File: src/rtl/axi4_lite_slave.sv
// AXI4-Lite CSR slave: one RW CONTROL register driving the datapath, plus
// read-only STATUS and FIFO_LEVEL views of the live FIFO flags.
module axi4_lite_slave #(
    parameter int ADDR_WIDTH = 12,
    parameter int DATA_WIDTH = 32
) (
    input  logic                      ACLK,
    input  logic                      ARESETn,
    input  logic [ADDR_WIDTH-1:0]     S_AXI_AWADDR,
    input  logic                      S_AXI_AWVALID,
    output logic                      S_AXI_AWREADY,
    input  logic [DATA_WIDTH-1:0]     S_AXI_WDATA,
    input  logic [DATA_WIDTH/8-1:0]   S_AXI_WSTRB,
    input  logic                      S_AXI_WVALID,
    output logic                      S_AXI_WREADY,
    output logic [1:0]                S_AXI_BRESP,
    output logic                      S_AXI_BVALID,
    input  logic                      S_AXI_BREADY,
    input  logic [ADDR_WIDTH-1:0]     S_AXI_ARADDR,
    input  logic                      S_AXI_ARVALID,
    output logic                      S_AXI_ARREADY,
    output logic [DATA_WIDTH-1:0]     S_AXI_RDATA,
    output logic [1:0]                S_AXI_RRESP,
    output logic                      S_AXI_RVALID,
    input  logic                      S_AXI_RREADY,
    input  logic                      fifo_empty_i,
    input  logic                      fifo_full_i,
    input  logic [DATA_WIDTH-1:0]     fifo_level_i,
    output logic [DATA_WIDTH-1:0]     CONTROL_o
);

    localparam int STRB_WIDTH = DATA_WIDTH / 8;
    localparam logic [ADDR_WIDTH-3:0] IDX_CONTROL = (ADDR_WIDTH-2)'(0);
    localparam logic [ADDR_WIDTH-3:0] IDX_STATUS  = (ADDR_WIDTH-2)'(1);
    localparam logic [ADDR_WIDTH-3:0] IDX_LEVEL   = (ADDR_WIDTH-2)'(2);
    localparam logic [1:0] RESP_OKAY   = 2'b00;
    localparam logic [1:0] RESP_SLVERR = 2'b10;

    // Handshake rule for every channel: a beat transfers on the rising edge
    // where VALID and READY are both 1; VALID holds until that edge.

    logic [DATA_WIDTH-1:0] control_q;
    logic [DATA_WIDTH-1:0] control_next;
    logic [ADDR_WIDTH-3:0] aw_idx;
    logic [ADDR_WIDTH-3:0] ar_idx;
    logic                  aw_hs;
    logic                  ar_hs;
    logic [DATA_WIDTH-1:0] rd_value;
    logic                  rd_unmapped;
    logic                  unused_addr_bits;

    assign aw_idx    = S_AXI_AWADDR[ADDR_WIDTH-1:2];
    assign ar_idx    = S_AXI_ARADDR[ADDR_WIDTH-1:2];
    assign aw_hs     = S_AXI_AWVALID && S_AXI_AWREADY && S_AXI_WVALID && S_AXI_WREADY;
    assign ar_hs     = S_AXI_ARVALID && S_AXI_ARREADY;
    assign CONTROL_o = control_q;
    assign unused_addr_bits = ^{S_AXI_AWADDR[1:0], S_AXI_ARADDR[1:0]};

    always_comb begin
        control_next = control_q;
        for (int i = 0; i < STRB_WIDTH; i++) begin
            if (S_AXI_WSTRB[i]) begin
                control_next[8*i +: 8] = S_AXI_WDATA[8*i +: 8];
            end
        end
    end

    always_comb begin
        rd_value    = '0;
        rd_unmapped = 1'b0;
        case (ar_idx)
            IDX_CONTROL: rd_value = control_q;
            IDX_STATUS:  rd_value = {{(DATA_WIDTH-2){1'b0}}, fifo_full_i, fifo_empty_i};
            IDX_LEVEL:   rd_value = fifo_level_i;
            default:     rd_unmapped = 1'b1;
        endcase
    end

    // AW and W are only ever accepted as a pair, and never while a response is pending.
    always_ff @(posedge ACLK) begin
        if (ARESETn) begin
            S_AXI_AWREADY <= 1'b0;
            S_AXI_WREADY  <= 1'b0;
            S_AXI_BVALID  <= 1'b0;
            S_AXI_BRESP   <= RESP_OKAY;
            control_q     <= '0;
        end else begin
            S_AXI_AWREADY <= 1'b0;
            S_AXI_WREADY  <= 1'b0;
            if (S_AXI_AWVALID && S_AXI_WVALID && !S_AXI_AWREADY && !S_AXI_BVALID) begin
                S_AXI_AWREADY <= 1'b1;
                S_AXI_WREADY  <= 1'b1;
            end
            if (aw_hs) begin
                S_AXI_BVALID <= 1'b1;
                if (aw_idx == IDX_CONTROL) begin
                    control_q   <= control_next;
                    S_AXI_BRESP <= RESP_OKAY;
                end else begin
                    S_AXI_BRESP <= RESP_SLVERR;
                end
            end else if (S_AXI_BVALID && S_AXI_BREADY) begin
                S_AXI_BVALID <= 1'b0;
            end
        end
    end

    // Read data is captured at the AR handshake, so CONTROL reads see the pre-write value.
    always_ff @(posedge ACLK) begin
        if (ARESETn) begin
            S_AXI_ARREADY <= 1'b0;
            S_AXI_RVALID  <= 1'b0;
            S_AXI_RDATA   <= '0;
            S_AXI_RRESP   <= RESP_OKAY;
        end else begin
            S_AXI_ARREADY <= 1'b0;
            if (S_AXI_ARVALID && !S_AXI_ARREADY && !S_AXI_RVALID) begin
                S_AXI_ARREADY <= 1'b1;
            end
            if (ar_hs) begin
                S_AXI_RVALID <= 1'b1;
                S_AXI_RDATA  <= rd_value;
                S_AXI_RRESP  <= rd_unmapped ? RESP_SLVERR : RESP_OKAY;
            end else if (S_AXI_RVALID && S_AXI_RREADY) begin
                S_AXI_RVALID <= 1'b0;
            end
        end
    end

endmodule

File: config.mk
export PLATFORM = sky130hd
export DESIGN_NAME = axi4_lite_slave
export DESIGN_NICKNAME = d
export VERILOG_FILES = /design/src/rtl/axi4_lite_slave.sv
export SDC_FILE = /design/constraint.sdc
export NUM_CORES = 1
export LEC_CHECK = 0
export ABC_AREA = 1
export CAP_MARGIN = 5
export CORE_MARGIN = 1.5
export CORE_UTILIZATION = 36
export CTS_CLUSTER_SIZE = 16
export DETAILED_ROUTE_END_ITERATION = 10
export PLACE_DENSITY = 0.73
export RECOVER_POWER = 100
export SYNTH_ARGS = -nofsm -noshare
export SYNTH_HDL_FRONTEND = slang
export SYNTH_SLANG_ARGS = --single-unit
File: constraint.sdc
create_clock -name ACLK -period 1.3 [get_ports ACLK]
set_input_delay 0.325 -clock ACLK [delete_from_list [all_inputs] [get_ports ACLK]]
set_output_delay 0.325 -clock ACLK [all_outputs]
set_load 0.05 [all_outputs]
==> results.sh <==
export IMPL_root_buffer="clkbuf_8"
export IMPL_min_period_ns=1.35
export IMPL_p_total_mw=4.59
export IMPL_min_delay_worst_endpoint="S_AXI_WREADY"
export IMPL_yosysWarnings=0
export IMPL_slew_viol_final=0
export IMPL_fin_nets=792
export IMPL_ys_seq_area_frac=0.419
export IMPL_skew_ns=0.00819
export IMPL_ant_nets=0
export IMPL_antenna_found_initial=0
export IMPL_worstPathRequired_ns=1.55
export IMPL_clkLatencyLatePin_ns=0.35
export IMPL_cts_sinks=70
export IMPL_coreArea_sq_um=8850
export IMPL_seqPwrFrac=0.470
export IMPL_syn_inst=501
export IMPL_hold_viol=0
export IMPL_fmax_ghz=0.739
export IMPL_die_h_um=99.4
export IMPL_vias=4156
export IMPL_p_leak_nw=2.86
export IMPL_initialDrtViolationCount=217
export IMPL_die_area_sq_um=9870
export IMPL_p_sw_frac=0.243
export IMPL_clkPwrFrac=0.401
export IMPL_r2r_start="S_AXI_WREADY"
export IMPL_place_ws_ns=-0.523
export IMPL_p_per_area_nw_per_um2=692
export IMPL_initial_utilization=0.378
export IMPL_area_growth_pct=98.2
export IMPL_fillerInstances=606
export IMPL_wl_per_cell_um=17.1
export IMPL_via_per_inst=5.17
export IMPL_ioPinCount=174
export IMPL_post_synth_cell_area_avg_sq_um=6.67
export IMPL_hold_path_depth=3
export IMPL_cp_start_kind="register"
export IMPL_layout_drive_gt1_share=0.310
export IMPL_peakVddDrop_mv=0.442
export IMPL_r2r_cells=7
export IMPL_n_antenna_cell=0
export IMPL_grt_overflow=0
export IMPL_grt_max_degree=34
export IMPL_dieWidth_um=99.4
export IMPL_finalWorstSetupSlack_ns=-0.0527
export IMPL_synth_area_sq_um=3340
export IMPL_grt_pass1_vias=4031
export IMPL_ff2ff_setup_slack_ns=-0.05
export IMPL_comb_power_share=0.129
export IMPL_crit_type="reg -> reg"
export IMPL_final_util=0.749
export IMPL_std_cell_rows=34
export IMPL_outcome="complete, but fails checks"
export IMPL_place_gp_congestion=0.808
export IMPL_cts_buffers=9
export IMPL_dp_final_hpwl_um=8230
export IMPL_slowest_delay_ns=0.37
export IMPL_intPower_mw=3.47
export IMPL_p_sw_mw=1.12
export IMPL_violations="negative setup slack"
export IMPL_fin_crit_sh=1.04
export IMPL_hold_class="in -> reg"
export IMPL_dp_cells=765
export IMPL_first_pass_iters=5
export IMPL_reg2reg_to="CONTROL_o[27]"
export IMPL_cp_cell_sequence="nand3_4 -> nor2_4 -> buf_12 -> nand3_4 -> clkbuf_16 -> nor2_1 -> nor2_1"
export IMPL_grt_pass1_wl_um=19700
export IMPL_multi_input_area_sq_um=1780
export IMPL_synthDistinctLibCells=20
export IMPL_min_from="S_AXI_AWVALID"
export IMPL_cts_max_path_buffers=2
export IMPL_setup_tns_ns=-0.195
export IMPL_numPortBuffers=167
export IMPL_placed_cell_area_sq_um=5840
export IMPL_cts_tree="built"
export IMPL_drc=0
export IMPL_crit_path_top_delay_cell="dfxtp_4"
export IMPL_drt_wl_total_um=13700
export IMPL_ys_ff_latch=70
export IMPL_final_area_sq_um=6630
export IMPL_grt_setup_unrepaired="true"
export IMPL_setup_viol=7
export IMPL_h_tree_depth=3
export IMPL_critPathArrivalTime_ns=1.60
export IMPL_end_kind="register"
export IMPL_hold_slack_ns=0.383
export IMPL_maxCapViolCount=0
export IMPL_grt_total_usage=0.258
export IMPL_path_clk_slew_ns=0.08
export IMPL_cp_max_fo=8
export IMPL_fin_cells=804
export IMPL_final_seq_area_sq_um=1420
## Yosys cell counts
cell type    n  area [sq um]
nor2_1      75           282
conb_1       1          3.75
nor2_2       1          6.26
nand3_2      5          50.1
o21ai_1      1          5.00
nor3_4       1          16.3
buf_4        7          52.6
inv_1       38           143
buf_6        8          90.1
nand2_1    167           627
nand3_1     68           340
nor4_1       1          6.26
nor3_1       2          10.0
clkbuf_1    10          37.5
a21oi_1     35           175
dfxtp_1     70          1400
buf_2        5          25.0
nor2_4       2          22.5
a221oi_1     1          8.76
clkbuf_8     3          41.3
## critical path: cells and delay by family, from the launching register on
kind          cells  cell delay (ns)
buf+inv           2             0.32
flops             1             0.37
simple gates      5             0.56
## sequential cells by signal, summed over array words and instances (netlist names)
register / count
CONTROL_o: 32
S_AXI_WREADY: 1
S_AXI_RDATA: 32
S_AXI_RVALID: 1
S_AXI_BRESP: 1
S_AXI_RRESP: 1
S_AXI_ARREADY: 1
S_AXI_BVALID: 1
## power by group through the flow
stage | Sequential [mW] | Combinational [mW] | Clock [mW]
detailed placement | 2.21 | 0.531 | 0
global route | 2.16 | 0.613 | 1.94
CTS | 2.16 | 0.566 | 1.83
floorplan | 2.23 | 0.124 | 0
global placement | 2.21 | 0.525 | 0
finish | 2.16 | 0.591 | 1.84
## kinds of logic after synthesis
family	count (synthesis)	share of synthesized area
AO/OA/AOI/OAI	37	0.0565
buffers and inverters	71	0.116
flip-flops	70	0.419
other	1	0.00112
AND/OR/NAND/NOR	322	0.407
## area by class of cell
type | count | share of cell area
Multi-Input combinational cell | 361 | 0.269
Clock buffer | 12 | 0.0234
Sequential cell | 70 | 0.215
Timing Repair Buffer | 211 | 0.444
Inverter | 38 | 0.0215
Tap cell | 108 | 0.0204
Clock inverter | 4 | 0.00680
## metal layers
| layer | vias to the layer above | GRT usage | part of all wire | wire [um] |
|---|---|---|---|---|
| met2 | 278 | 0.438 | 0.49 | 6750 |
| met5 | - | 0 | 0 | 0 |
| li1 | 1944 | - | - | - |
| met3 | 50 | 0.0541 | 0.10 | 1370 |
| met1 | 1884 | 0.311 | 0.37 | 5090 |
| met4 | 0 | 0.129 | 0.036 | 500 |
## repair_timing
| action | 4_1_cts | 5_1_grt |
|---|---|---|
| cloned | 8 | 4 |
| hold endpoints to repair | 0 | 0 |
| resized for setup | 67 | 75 |
| buffers inserted | 6 | 8 |
| pin swaps | 24 | 18 |
| setup endpoints to repair | 68 | 68 |
| hold buffers | 0 | 0 |
## cell usage in the layout (no fill, tap or decap), types with 2 or more instances in the layout
cell	count
bufbuf_16	2
clkbuf_2	4
buf_6	6
dfxtp_2	15
nor2_4	7
clkbuf_16	4
dfxtp_1	54
nand2_1	148
buf_12	76
buf_16	4
clkinv_2	3
inv_1	37
dlygate4sd2_1	8
nand3_2	7
clkdlybuf4s50_1	74
nor2_2	10
conb_1	2
nand2_2	14
a21oi_2	9
nor3_1	2
clkbuf_8	11
a21oi_1	26
nand2_4	5
buf_8	2
buf_2	9
nand3_4	4
nor2_1	61
buf_4	20
nand3_1	62
## worst max-delay path by stage
stage,start,end,slack [ns]
floorplan,S_AXI_WREADY,CONTROL_o[0],0.02
global placement,S_AXI_ARADDR[9],S_AXI_RDATA[6],-0.49
detailed placement,S_AXI_ARADDR[11],S_AXI_RDATA[12],-0.52
CTS,S_AXI_AWADDR[6],CONTROL_o[9],0.001
global route,S_AXI_ARADDR[9],S_AXI_RDATA[10],-0.10
finish,S_AXI_WREADY,CONTROL_o[27],-0.05
Power figures use the tool's default switching activity.
